[config.mk]
export PLATFORM = sky130hd
export DESIGN_NAME = dcsk_symbol_modulator
export DESIGN_NICKNAME = d
export VERILOG_FILES = /design/src/rtl/dcsk_symbol_modulator.sv
export SDC_FILE = /design/constraint.sdc
export NUM_CORES = 1
export LEC_CHECK = 0
export CORE_AREA = 10 10 112 114
export CTS_BUF_LIST = sky130_fd_sc_hd__clkbuf_16
export CTS_CLUSTER_DIAMETER = 30
export DETAILED_ROUTE_END_ITERATION = 16
export DIE_AREA = 0 0 122 124
export HOLD_SLACK_MARGIN = 0.06
export PLACE_DENSITY = 0.82
export SYNTH_ARGS = -nofsm -noshare
export SYNTH_HDL_FRONTEND = slang
export SYNTH_SLANG_ARGS = --single-unit
[constraint.sdc]
create_clock -name clk -period 5.9 [get_ports clk]
set_input_delay 1.18 -clock clk [delete_from_list [all_inputs] [get_ports clk]]
set_output_delay 1.18 -clock clk [all_outputs]
set_load 0.02 [all_outputs]
[src/rtl/dcsk_symbol_modulator.sv]
// Purpose : serial DCSK modulator. Each symbol is a reference slot that forwards beta chaos
//           samples, followed by an information slot that replays them scaled by +1 or -1.
// Latency : 1 cycle from chaos sample acceptance to chip_o; a symbol is exactly 2*beta chips.
// Backpr. : chip_ready_i low freezes the output register and stalls both slots. A chaos gap
//           stalls the reference slot. New bits are refused mid-symbol.
// Ports   : clk/rst_n; bit_valid_i/bit_i/sf_i/bit_ready_o (one bit and spreading factor per
//           symbol); chaos_valid_i/chaos_i/chaos_ready_o (sample stream); chip_valid_o/chip_o/
//           chip_ready_i with sym_first_o/sym_last_o framing; busy_o while a symbol is in flight.

package spreading_factors_pkg;
  typedef enum logic [1:0] {SF2 = 2'd0, SF4 = 2'd1, SF8 = 2'd2, SF16 = 2'd3} sf_t;
endpackage

module dcsk_symbol_modulator
  import spreading_factors_pkg::*;
#(
  parameter int DATA_W   = 8,
  parameter int MAX_BETA = 16
) (
  input  logic                     clk,
  input  logic                     rst_n,
  input  sf_t                      sf_i,
  input  logic                     bit_valid_i,
  input  logic                     bit_i,
  output logic                     bit_ready_o,
  input  logic                     chaos_valid_i,
  input  logic signed [DATA_W-1:0] chaos_i,
  output logic                     chaos_ready_o,
  output logic                     chip_valid_o,
  output logic signed [DATA_W-1:0] chip_o,
  input  logic                     chip_ready_i,
  output logic                     sym_first_o,
  output logic                     sym_last_o,
  output logic                     busy_o
);

  localparam int CW = $clog2(MAX_BETA);
  localparam logic signed [DATA_W-1:0] S_MIN = {1'b1, {(DATA_W-1){1'b0}}};
  localparam logic signed [DATA_W-1:0] S_MAX = ~S_MIN;

  typedef enum logic [1:0] {IDLE, REF, INFO} state_t;

  state_t                    state;
  logic [CW-1:0]             cnt;
  logic [CW-1:0]             last_idx;   // beta-1 of the symbol in flight
  logic                      bit_q;
  logic signed [DATA_W-1:0]  replay_buf [MAX_BETA];

  logic                      out_free;
  logic                      ref_take;
  logic                      info_load;
  logic                      last_load;
  logic                      bit_take;
  logic [CW-1:0]             sf_last_idx;
  logic signed [DATA_W-1:0]  replay_sample;
  logic signed [DATA_W-1:0]  info_chip;

  // The output register can take a new chip when empty or being drained this cycle.
  assign out_free      = !chip_valid_o || chip_ready_i;
  assign chaos_ready_o = (state == REF) && out_free;
  assign ref_take      = chaos_ready_o && chaos_valid_i;
  assign info_load     = (state == INFO) && out_free;
  assign last_load     = info_load && (cnt == last_idx);
  // Accepting the next bit on the final info load lets symbols run back-to-back.
  assign bit_ready_o   = (state == IDLE) || last_load;
  assign bit_take      = bit_valid_i && bit_ready_o;
  assign busy_o        = (state != IDLE);
  assign sf_last_idx   = CW'((32'd2 << sf_i) - 32'd1);

  // Information chip: replay as-is for bit=1, saturating negation for bit=0.
  always_comb begin
    replay_sample = replay_buf[cnt];
    info_chip     = replay_sample;
    if (!bit_q) begin
      if (replay_sample == S_MIN) info_chip = S_MAX;
      else                        info_chip = -replay_sample;
    end
  end

  // Replay storage needs no reset: every entry read in INFO was written in REF first.
  always_ff @(posedge clk) begin
    if (ref_take) replay_buf[cnt] <= chaos_i;
  end

  always_ff @(posedge clk or negedge rst_n) begin
    if (!rst_n) begin
      state        <= IDLE;
      cnt          <= '0;
      last_idx     <= '0;
      bit_q        <= 1'b0;
      chip_valid_o <= 1'b0;
      chip_o       <= '0;
      sym_first_o  <= 1'b0;
      sym_last_o   <= 1'b0;
    end else begin
      // Drain: overridden below if a new chip is loaded in the same cycle.
      if (chip_valid_o && chip_ready_i) begin
        chip_valid_o <= 1'b0;
        sym_first_o  <= 1'b0;
        sym_last_o   <= 1'b0;
      end
      case (state)
        IDLE: begin
          if (bit_take) begin
            bit_q    <= bit_i;
            last_idx <= sf_last_idx;
            cnt      <= '0;
            state    <= REF;
          end
        end
        REF: begin
          if (ref_take) begin
            chip_valid_o <= 1'b1;
            chip_o       <= chaos_i;
            sym_first_o  <= (cnt == '0);
            sym_last_o   <= 1'b0;
            if (cnt == last_idx) begin
              cnt   <= '0;
              state <= INFO;
            end else begin
              cnt <= cnt + CW'(1);
            end
          end
        end
        INFO: begin
          if (info_load) begin
            chip_valid_o <= 1'b1;
            chip_o       <= info_chip;
            sym_first_o  <= 1'b0;
            sym_last_o   <= last_load;
            if (last_load) begin
              cnt <= '0;
              if (bit_take) begin
                bit_q    <= bit_i;
                last_idx <= sf_last_idx;
                state    <= REF;
              end else begin
                state <= IDLE;
              end
            end else begin
              cnt <= cnt + CW'(1);
            end
          end
        end
        default: state <= IDLE;
      endcase
    end
  end

endmodule

==> results of run 1 <==
synthesized netlist by cell type, types with 3 or more instances:
cell type                    n
sky130_fd_sc_hd__o22ai_1     5
sky130_fd_sc_hd__inv_1       9
sky130_fd_sc_hd__nand4_1     3
sky130_fd_sc_hd__a31oi_1     4
sky130_fd_sc_hd__nand2b_1    4
sky130_fd_sc_hd__a22o_1      5
sky130_fd_sc_hd__nor2b_1     5
sky130_fd_sc_hd__buf_2       3
sky130_fd_sc_hd__a32o_1      3
sky130_fd_sc_hd__mux4_2     20
sky130_fd_sc_hd__nor3_1      9
sky130_fd_sc_hd__and2_1      3
sky130_fd_sc_hd__clkbuf_1    8
sky130_fd_sc_hd__dfrtp_1    22
sky130_fd_sc_hd__a21oi_1     4
sky130_fd_sc_hd__xnor2_1     5
sky130_fd_sc_hd__nor2_1     27
sky130_fd_sc_hd__o21ai_0    14
sky130_fd_sc_hd__mux4_1     10
sky130_fd_sc_hd__a31o_2      3
sky130_fd_sc_hd__nand2_1    39
sky130_fd_sc_hd__mux2_2      4
sky130_fd_sc_hd__a22oi_1     6
sky130_fd_sc_hd__ha_1        9
sky130_fd_sc_hd__edfxtp_1  128
sky130_fd_sc_hd__buf_4       3
sky130_fd_sc_hd__a21o_1      3
sky130_fd_sc_hd__mux2i_1     3
area by class of cell:
| type | count | area [um^2] |
|---|---|---|
| Fill cell | 601 | 2790 |
| Sequential cell | 150 | 4400 |
| Timing Repair Buffer | 32 | 313 |
| Tap cell | 136 | 170 |
| Clock buffer | 17 | 425 |
| Multi-Input combinational cell | 218 | 1890 |
| Clock inverter | 15 | 211 |
| Inverter | 10 | 37.5 |
worst max-delay path, delay by kind of cell:
family,cells,cell delay (ns)
buf+inv,2,1.08
simple gates,3,0.64
through the flow:
stage,util,hold slack [ns]
final,0.727,0.490
after global routing,0.727,0.529
after CTS,0.727,0.488
after detailed placement,0.665,0.479
after global placement,0.665,0.465
after floorplan,-,0.456
sequential cells by signal (all words and copies together), names as in the netlist:
signal / cells
chip_o: 8
last_idx: 4
bit_q: 1
sym_last_o: 1
cnt: 4
chip_valid_o: 1
replay_buf: 128
sym_first_o: 1
state: 2
cells by family (layout without fill, tap and decap cells):
| group | Yosys count | count (layout) |
|---|---|---|
| flops | 150 | 150 |
| fa+ha+maj | 9 | 9 |
| xor+xnor | 5 | 5 |
| simple gates | 104 | 104 |
| compound gates | 62 | 62 |
| mux | 38 | 38 |
| buf+inv | 27 | 74 |
worst min-delay path by stage:
stage           startpoint     endpoint  slack, ns
6_report         chip_o[1]    chip_o[1]       0.49
5_1_grt          chip_o[1]    chip_o[1]       0.53
4_1_cts          chip_o[1]    chip_o[1]       0.49
3_5_place_dp     chip_o[3]    chip_o[3]       0.48
3_3_place_gp     chip_o[1]    chip_o[1]       0.47
2_1_floorplan  last_idx[0]  last_idx[0]       0.46
layer usage:
layer	up-vias	routed length [um]
met5	-	0
met4	0	422
met3	39	1090
met2	208	6660
met1	1846	5370
li1	1625	-
power groups by stage:
stage | sequential (mW) | combinational [mW] | clock, mW
after detailed placement | 1.31 | 0.924 | 0
after floorplan | 1.33 | 0.640 | 0
final | 1.29 | 0.940 | 1.16
after CTS | 1.29 | 0.938 | 1.17
after global placement | 1.31 | 0.897 | 0
after global routing | 1.30 | 1.03 | 1.22
==> run summary, run 1 <==
The routed wire length was 13500 um. Layer with the highest usage after global routing: met2. The total number of placement rows is 37, and the overall die height is 124 um. The multiplexer fraction of the synthesized cell area was 0.125. Setup repair after global routing left no endpoint under its margin. The run gives 0.306 as the global-route track usage on met2. For this run, the post-layout net count is 454. The count of antenna-violating nets left after detailed routing is 0. The overall track demand over capacity in global routing was 0.193. The root buffer cell chosen for the clock tree is sky130_fd_sc_hd__clkbuf_16. The half-perimeter wire length after placement was 8550 um. The worst hold path was traced through 2 stages. The synthesis-to-layout area growth is 15.7%, and the buffer depth of the longest clock path is 2. For this run, design rule violations remaining after detail routing come to 0. For the total die area, the log shows 15100 um^2. Data arrives at the worst endpoint at 2.91 ns. In this run, the number of DRC markers left after iteration 0 of detailed routing was 410. The internal power of the cells totals 2.38 mW.

The initial antenna violation count is 0, and the worst-case clock skew is 0.00801 ns. The routed via count divided by cell count works out to 6.43. Buffers placed on the I/O ports in this run total 29. For the worst-skew pair, the clock arrives at the later sink with an insertion delay of 0.43 ns. The async set-reset flop share out of synthesis works out to 0.147. Yosys printed 0 warnings.

The CTS buffer count is 17, and the number of global-route vias before repair is 3836. The per-instance average area after synthesis came out at 16.3 um^2. Category of the worst setup path launch point: an input pin. The top-area cell type share of the netlist area is 0.598. Sorting the synthesized cells by area gives the leading types as sky130_fd_sc_hd__edfxtp_1 60%, sky130_fd_sc_hd__dfrtp_1 8.6%, sky130_fd_sc_hd__mux4_2 7.0%, sky130_fd_sc_hd__mux4_1 4.1%, sky130_fd_sc_hd__nand2_1 2.3%. The synthesized design spends more area on one cell type than any other, namely sky130_fd_sc_hd__edfxtp_1. The setup slack at placement was 1.82 ns; the number of diodes was 0. For the number of distinct library cell variants in the gate-level netlist after synthesis, the log shows 53. In this run the number of H-tree levels came out at 4. The number of cells in the finished layout apart from fillers is 578, and the largest driver fanout on the critical path is 4. The count of TritonRoute iterations in the first routing pass is 5. The tools report the reg-to-reg critical path endpoint as chip_o[4].

The library cell used most frequently in the layout, excluding fill and tap cells, is sky130_fd_sc_hd__edfxtp_1. Across all register-to-register paths, the minimum setup slack is 2.26 ns. The worst setup path is of the input pin to primary output kind. The buffers inserted during post-CTS setup optimization is 0, and the number of vias in the routed layout is 3718.

After synthesis the cells add up to 6430 um^2. Once placement finished, the instance area stood at 6810 um^2. The total power of the final layout was 3.40 mW; the power per unit of standard cell area was 456 nW/um^2.

In this design, the stage delay of the slowest critical-path cell is 0.59 ns. After synthesis, the largest family of logic cells by area is multiplexers. Setup total negative slack on the finished layout was measured at 0 ns. The layout cell share with drive strength beyond 1 works out to 0.143. STA classifies the critical path endpoint as a primary output.

The total overflow left after global routing is 0. TritonCTS built the clock tree. The number of hold buffers added after CTS was 0.

The tools report the fraction of met1 tracks used by global routing as 0.240. Post-CTS repair changed the size of 0 cells. For the pin with the worst max-slew slack, the measured transition is 1.27 ns.

The switching power is 1.01 mW, and the die extent in x is 122 um. IR analysis of the VDD net gives a maximum drop of 0.000320 V. Counting every sink on the clock net gives 150. The initial core utilization came out at 0.629. For the global-route wire length before repair, the log shows 21500 um.

The total of flip-flops plus latches after synthesis is 150, and the part of the total power dissipated in the clock network is 0.342. The logs give 0 for the final number of hold-violating endpoints and 0 for the final-report max-slew violation count. In this run, placement finished with an instance count of 546.

The pin count of the biggest net entering global routing came out at 38. Routability-driven placement finished with a final weighted congestion of 0.879. After detailed routing, the average wire length per cell comes to 23.4 um. Across the run, the number of max-cap violations was 0. The critical path goes through clkdlybuf4s50_1 > nor2b_1 > nor3_1 > or2_2 > clkdlybuf4s50_1. The depth of the most critical reg-to-reg path is 9. The path type of the worst min-delay path was flip-flop to flip-flop. Area share of and/or/nand/nor cells after synthesis: 0.0768. Most used cell along the critical path: sky130_fd_sc_hd__clkdlybuf4s50_1.

The run gives 0.683 as the portion of the post-synthesis area used by sequential elements. Number of synthesized flops with an enable pin: 128. Leaving out fill and tap cells, the most frequent cells in the layout are 128 x sky130_fd_sc_hd__edfxtp_1, 39 x sky130_fd_sc_hd__nand2_1, 29 x sky130_fd_sc_hd__clkdlybuf4s50_1. For this design the static power due to leakage is 2.52 nW. The logs give 245 MHz for the maximum operating frequency and 4.72 ns for the endpoint required time on the critical path. The xor and xnor fraction of the mapped netlist area works out to 0.00681. The slowest stage of the critical path belongs to the cell sky130_fd_sc_hd__clkdlybuf4s50_1. After clock tree synthesis, the clock-pin slew on the worst setup and hold paths is 0.06 ns.

The destination of the critical timing path was bit_ready_o. Worst slew margin relative to its limit: 0.148. The worst register-to-register path begins at cnt[0].

The placeable core region is 10200 um^2, and the final critical-path setup slack is 1.81 ns. The period utilization came out at 0.693. 30 I/O pins were placed. The number of nets handed over by synthesis was 420.

Setup violations remaining at the end of the flow were counted as 0. The met3 track demand over resource in global routing is 0.0584, and the combinational fraction of design power is 0.277. The final critical-path required period is 4.09 ns. The origin of the worst setup path is chip_ready_i. The area share of fa/ha/maj cells after synthesis works out to 0.0175. For this run, the leading register cell type out of synthesis is sky130_fd_sc_hd__edfxtp_1. The part of the power in registers was 0.381; the synthesized netlist cell count was 395. The run finished with clean final reports. The share of the synthesized area in compound gates (AO/OA/AOI/OAI) was 0.0677. The switching fraction of total power was 0.298. Once layout is done, the placed cells without fillers occupy 7440 um^2.
No activity file was read; power rests on OpenSTA's default activity.
==> run 2: changes to the inputs <==
Settings changed: CORE_AREA 10 10 112 114 to 10 10 121 123, DIE_AREA 0 0 122 124 to 0 0 131 133, PLACE_DENSITY 0.82 to 0.74.
Clock period 5.9 ns to 3.4 ns, I/O delays scaled along.
==> run summary, run 2 (same netlist as run 1, synthesis figures left out) <==
The flow ran to the end, and the final reports show no timing, DRC or antenna violations. Largest voltage drop on the vdd net: 0.000385 V (+20%). The library cell used most frequently in the layout, excluding fill and tap cells, is sky130_fd_sc_hd__edfxtp_1. The buffer depth of the longest clock path is 2 (unchanged).

The initial antenna violation count was 0 (unchanged); the overall track demand over capacity in global routing was 0.167 (-0.0260). Number of buffers added on ports: 29 (unchanged). The pin count of the biggest net entering global routing is 23 (-39%), and the total setup violations reported at the end of the flow is 0 (unchanged). TritonCTS built the clock tree. The clock transition at the registers of the reported paths is 0.06 ns (about the same).

Initial core utilization: 0.520 (-0.108). The synthesis-to-layout area growth was 19.6%. The largest driver fanout on the critical path is 14 (+10), and the detailed-route DRC error count is 0 (unchanged). The signal on the critical path passes through buf_4 > xnor2_1 > nand4_1 > nor3_1 > or2_2 > clkdlybuf4s50_1. Setup repair after global routing left no endpoint under its margin. The library cell used as clock root buffer is sky130_fd_sc_hd__clkbuf_16. The tools report the half-perimeter wire length after placement as 9180 um (+7.4%).

The number of vias in the routed layout was 3765 (+1.3%); the layout cell share with drive strength beyond 1 was 0.213 (+0.0705). The tightest min-delay check is of the flip-flop to flip-flop type. The tools report the global-route congestion overflow total as 0 (unchanged).

The largest registers in the layout are replay_buf (128), chip_o (8). The count of TritonRoute iterations in the first routing pass came out at 5 (unchanged). The run gives 30 (unchanged) as the I/O pin total.

The cell leakage power is 2.66 nW (+5.6%), and the maximum operating frequency is 322 MHz. Broken down by cell family, the worst path's largest delay share belongs to buffers and inverters. The critical path in this run is classified as flip-flop to primary output. The maximum single-stage delay on the critical path is 0.59 ns (about the same).

The final number of hold-violating endpoints was 0 (unchanged). Period utilization: 0.913. For this design, the slowest cell found on the critical path is sky130_fd_sc_hd__clkdlybuf4s50_1.

The final weighted congestion of routability-driven global placement was 0.829 (-5.6%); the CTS buffer count was 17 (unchanged). The worst-case clock skew is 0.00792 ns (-0.0000922 ns), and the overall die height is 133 um (+7.3%). The global-route wire length before repair is 21500 um (about the same), and the routed via count divided by cell count is 5.83 (-9.4%). The final critical-path required period came out at 3.10 ns. The number of diodes was 0 (unchanged); the number of flip-flops under the largest register name was 128 (unchanged).

The tools report the final net count as 486 (+7.0%). The count of antenna-violating nets left after detailed routing was 0 (unchanged). The number of hold-repair buffers added at the cts stage is 0 (unchanged). The die extent in x was 131 um (+7.4%); the count of clock tree sinks was 150 (unchanged). The tools report the number of global-route vias before repair as 3765 (-1.9%). The worst setup path is captured at a primary output.

The register with the most flip-flops was replay_buf. For the routed wire length, the log shows 13700 um (+1.4%). The buffers plus inverters on the worst setup path came out at 2 (unchanged). The power per unit of standard cell area came out at 750 nW/um^2 (+64%). The signal arrival time at the worst endpoint was 2.42 ns (-0.49 ns); the final-report max-slew violation count was 0 (unchanged). The actual slew at the worst max-slew pin came out at 0.679 ns (-0.590 ns).

The insertion delay of the later-clocked pin in the worst-skew pair is 0.43 ns (about the same). The category of the worst setup path launch point was a flip-flop. The average wire per cell in the routed design was 21.3 um (-9.2%). Setup slack at placement: 0.301 ns (-1.52 ns). The total die area came out at 17400 um^2 (+15%). The run gives 334 (-19%) as the number of DRC markers after the initial detailed-route iteration. The tools report the summed negative setup slack over all endpoints as 0 ns (unchanged). The tools report the placeable core region as 12400 um^2 (+21%). Worst slew margin relative to its limit: 0.546 (+0.399). The endpoint required time on the critical path is 2.72 ns (-2.00 ns).

The total number of placement rows was 41 (+11%). The max-cap violation count was 0 (unchanged); the H-tree level count was 4 (unchanged). For the final critical-path setup slack, the log shows 0.295 ns (-1.52 ns). In the layout the commonest cells are 128 x sky130_fd_sc_hd__edfxtp_1, 39 x sky130_fd_sc_hd__nand2_1, 35 x sky130_fd_sc_hd__buf_4.
run 2: cell count changes in the layout (fill, tap and decap cells not counted), sizes merged:
cell      before  now
buf            3   35
inv           12   14
bufinv         5    2
clkinvlp       1    2
run 2: worst paths after layout:
| path | from | to | slack [ns] | depth (start not counted) |
|---|---|---|---|---|
| setup / recovery | cnt[0] | bit_ready_o | 0.30 | 6 |
| hold / removal | chip_o[2] | chip_o[2] | 0.48 | 2 |
| setup reg to reg | cnt[0] | chip_o[0] | 0.39 | 10 |
| hold reg to reg | chip_o[2] | chip_o[2] | 0.48 | 2 |
| max in group asynchronous | rst_n | cnt[0] | 2.53 | 2 |
| min in group asynchronous | rst_n | last_idx[3] | 0.60 | 2 |
run 2: worst reg2reg max path: cells and delay by family, from the launching register on:
family                     cells  cell delay (ns)
buffers and inverters          2             0.41
adders and majority gates      1             0.23
and+or+nand+nor                2             0.29
DFF                            1             0.44
AOI/OAI and AO/OA              4             0.97
muxes                          1             0.58
run 2: final cells by class:
type,instances,area [um^2]
flip-flops and latches,150,4400
repair buffers,64,553
multi-input cells,218,1890
fillers,911,4670
clock buffers,17,425
well taps,172,215
clock inverters,15,171
inverters,10,37.5
run 2: timing repair:
item                                    in CTS  in global routing
resized for setup                            1                  2
cloned                                       0                  0
buffers inserted                             0                  3
endpoints found under the setup margin       1                  1
run 2: layer usage:
metal | vias to the layer above | part of all wire | global-route usage
met5 | - | 0 | 0
met4 | 0 | 0.026 | 0.0841
met3 | 34 | 0.053 | 0.0384
met2 | 135 | 0.50 | 0.252
met1 | 1904 | 0.42 | 0.220
li1 | 1692 | - | -
run 2: stage by stage:
step	cells	hold WS [ns]	utilization	total power [mW]	area [um^2]
finish	646	0.480	0.622	5.77	7690
global route	646	0.538	0.622	6.05	7690
CTS	643	0.486	0.620	5.78	7670
detailed placement	611	0.473	0.572	3.90	7070
global placement	611	0.467	0.572	3.86	7070
floorplan	395	0.384	-	3.41	6430
run 2: power breakdown:
part	leakage, nW	internal, mW	total [mW]	switching (mW)
sequential	1.42	2.14	2.25	0.115
clock	0.286	1.10	1.87	0.769
combinational	0.957	0.764	1.65	0.885
==> run 3: changes to the inputs <==
Settings changed: PLACE_DENSITY 0.74 to 0.76.
==> run summary, run 3 (same netlist as run 1, synthesis figures left out) <==
Worst slew margin relative to its limit: 0.321 (-0.226). The critical path is of the flip-flop to primary output type. For the initial core utilization, the log shows 0.520 (unchanged). Total number of placement rows: 41 (unchanged).

The run gives 0 (unchanged) as the initial antenna violation count. The internal power summed over all cells is 4.04 mW (+1.1%), and the count of fill cells added during filler insertion is 864 (-5.2%). Walking the worst path, the cells encountered are buf_4 > xnor2_1 > nand4_1 > nor3_1 > or2_2 > clkdlybuf4s50_1.

The run gives 0.42 ns (about the same) as the insertion delay of the later-clocked pin in the worst-skew pair. Total setup violations reported at the end of the flow: 0 (unchanged). The number of DRC markers after the initial detailed-route iteration was 463 (+39%). The library cell used as clock root buffer was sky130_fd_sc_hd__clkbuf_16.

The H-tree level count is 4 (unchanged). The average wire per cell in the routed design came out at 21.8 um (+2.5%). The tools report the number of vias in the routed layout as 3805 (+1.1%). The count of antenna-violating nets left after detailed routing was 0 (unchanged).

The clock transition at the registers of the reported paths is 0.06 ns (about the same). Signal arrival time at the worst endpoint: 2.46 ns (+0.04 ns). The run gives 0 (unchanged) as the max-cap violation count. The cell with the largest stage delay on the worst path was sky130_fd_sc_hd__clkdlybuf4s50_1. The number of hold-repair buffers added at the cts stage is 0 (unchanged).

The switching power is 1.73 mW (-1.9%). The final weighted congestion of routability-driven global placement is 0.846 (+2.1%), and the number of global-route vias before repair is 3847 (+2.2%). The number of flip-flops under the largest register name was 128 (unchanged).

Leaving out fill and tap cells, the most frequent cells in the layout are 128 x sky130_fd_sc_hd__edfxtp_1, 39 x sky130_fd_sc_hd__nand2_1, 29 x sky130_fd_sc_hd__clkdlybuf4s50_1. The number of diodes was 0 (unchanged); the summed negative setup slack over all endpoints was 0 ns (unchanged). The routed wire length is 14000 um (+1.7%).

The tools report the largest voltage drop on the vdd net as 0.000515 V (+34%). Category of the worst setup path launch point: a flip-flop. The library cell used most frequently in the layout, excluding fill and tap cells, is sky130_fd_sc_hd__edfxtp_1. The smallest hold slack came out at 0.480 ns (+0.000393 ns).

The maximum single-stage delay on the critical path came out at 0.59 ns (about the same). Register with the most flip-flops: replay_buf. Count of TritonRoute iterations in the first routing pass: 5 (unchanged). The worst setup path is captured at a primary output. The power per unit of standard cell area was 753 nW/um^2 (+0.48%). The number of buffers added on ports works out to 29 (unchanged). The run gives 318 MHz (-1.1%) as the maximum operating frequency. Critical path's top delay family: buffers and inverters.

The part of the total power dissipated in the clock network was 0.322 (-0.002). The CTS buffer count came out at 17 (unchanged). Final number of hold-violating endpoints: 0 (unchanged). The overall die height is 133 um (unchanged), and the buffer depth of the longest clock path is 2 (unchanged).

The I/O pin total was 30 (unchanged). The largest registers in the layout are replay_buf (128), chip_o (8). The synthesis-to-layout area growth was 19.3%; the endpoint required time on the critical path was 2.72 ns (about the same).

Setup repair after global routing left no endpoint under its margin. The tools report the final-report max-slew violation count as 0 (unchanged). For the detailed-route DRC error count, the log shows 0 (unchanged). Combinational fraction of design power: 0.290 (+0.004). The switching fraction of total power came out at 0.300 (-0.00646). The die extent in x works out to 131 um (unchanged).

Global-route wire length before repair: 21700 um (+0.84%). The actual slew at the worst max-slew pin came out at 1.02 ns (+0.337 ns). The pin count of the biggest net entering global routing is 36 (+57%). The logs give 17400 um^2 (unchanged) for the total die area and 0.168 (+0.00174) for the overall track demand over capacity in global routing.

The part of the power in registers was 0.387 (-0.003); the half-perimeter wire length after placement was 8830 um (-3.8%). The run finished with clean final reports. Routed via count divided by cell count: 5.94 (+1.9%).

Buffers plus inverters on the worst setup path: 2 (unchanged). The cell leakage power came out at 2.65 nW (-0.30%). For the global-route congestion overflow total, the log shows 0 (unchanged).

Period utilization: 0.924 (+0.0104). The worst-case clock skew was 0.0111 ns (+0.00315 ns). The largest driver fanout on the critical path came out at 15 (+1).

Path type of the worst min-delay path: flip-flop to flip-flop. The count of clock tree sinks is 150 (unchanged), and the final net count is 481 (-1.0%). The tools report the placeable core region as 12400 um^2 (unchanged). The layout cell share with drive strength beyond 1 is 0.194 (-0.0191). TritonCTS built the clock tree. The final critical-path required period works out to 3.14 ns (+0.0355 ns).
==> run 3: changes by cell type in the layout (fill, tap and decap cells not counted), moves of 2 or more <==
cell                         previous run  this run
sky130_fd_sc_hd__clkinv_1               2         4
sky130_fd_sc_hd__inv_1                  9        11
sky130_fd_sc_hd__inv_8                  2         0
sky130_fd_sc_hd__clkinvlp_4             2         0
sky130_fd_sc_hd__buf_12                 0         2
sky130_fd_sc_hd__clkinv_2               0         2
sky130_fd_sc_hd__buf_4                 35        28
sky130_fd_sc_hd__clkinv_4               5         3
==> run 3: cell type report <==
| class | instances | area (um^2) | area share |
|---|---|---|---|
| inverters | 10 | 37.5 | 0.00489 |
| clock buffers | 17 | 425 | 0.0555 |
| flip-flops and latches | 150 | 4400 | 0.574 |
| multi-input cells | 218 | 1890 | 0.246 |
| clock inverters | 15 | 163 | 0.0212 |
| repair buffers | 59 | 541 | 0.0705 |
| well taps | 172 | 215 | 0.0281 |
==> run 3: worst register-to-register path: cells and delay by family (launching register included) <==
kind                       cells  cell delay [ns]
AOI/OAI and AO/OA              6             1.60
muxes                          1             0.52
DFF                            1             0.45
buffers and inverters          2             0.24
adders and majority gates      1             0.20
==> run 3: what timing repair did <==
item                       CTS  global route
setup endpoints to repair    1             3
buffers inserted             0             4
resized for setup            1             1
==> run 3: metal layers <==
layer | global-route usage | share of wire | vias to the layer above
met5 | 0 | 0 | -
li1 | - | - | 1681
met3 | 0.0459 | 0.085 | 32
met2 | 0.254 | 0.47 | 212
met4 | 0.0890 | 0.032 | 0
met1 | 0.216 | 0.41 | 1880
==> run 3: power groups by stage <==
stage	combinational (mW)	sequential (mW)	clock, mW
detailed placement	1.58	2.30	0
finish	1.68	2.24	1.86
CTS	1.61	2.27	1.88
floorplan	1.11	2.30	0
global route	1.84	2.25	1.97
global placement	1.55	2.29	0
==> run 3: final timing paths <==
kind / from / to / slack [ns] / depth (start not counted)
setup / recovery: cnt[0] / bit_ready_o / 0.26 / 6
hold / removal: chip_o[0] / chip_o[0] / 0.48 / 2
setup reg to reg: cnt[0] / chip_o[2] / 0.32 / 10
hold reg to reg: chip_o[0] / chip_o[0] / 0.48 / 2
max in group asynchronous: rst_n / cnt[0] / 1.85 / 1
min in group asynchronous: rst_n / last_idx[2] / 0.82 / 1
==> run 3: through the flow <==
| step | area (um^2) | std cells | power [mW] | utilization | setup slack, ns |
|---|---|---|---|---|---|
| finish | 7670 | 641 | 5.78 | 0.620 | 0.260 |
| floorplan | 6430 | 395 | 3.41 | - | 0.808 |
| global placement | 7040 | 605 | 3.84 | 0.569 | 0.350 |
| detailed placement | 7040 | 605 | 3.88 | 0.569 | 0.241 |
| global route | 7670 | 641 | 6.06 | 0.620 | 0.129 |
| CTS | 7630 | 637 | 5.76 | 0.617 | 0.0255 |
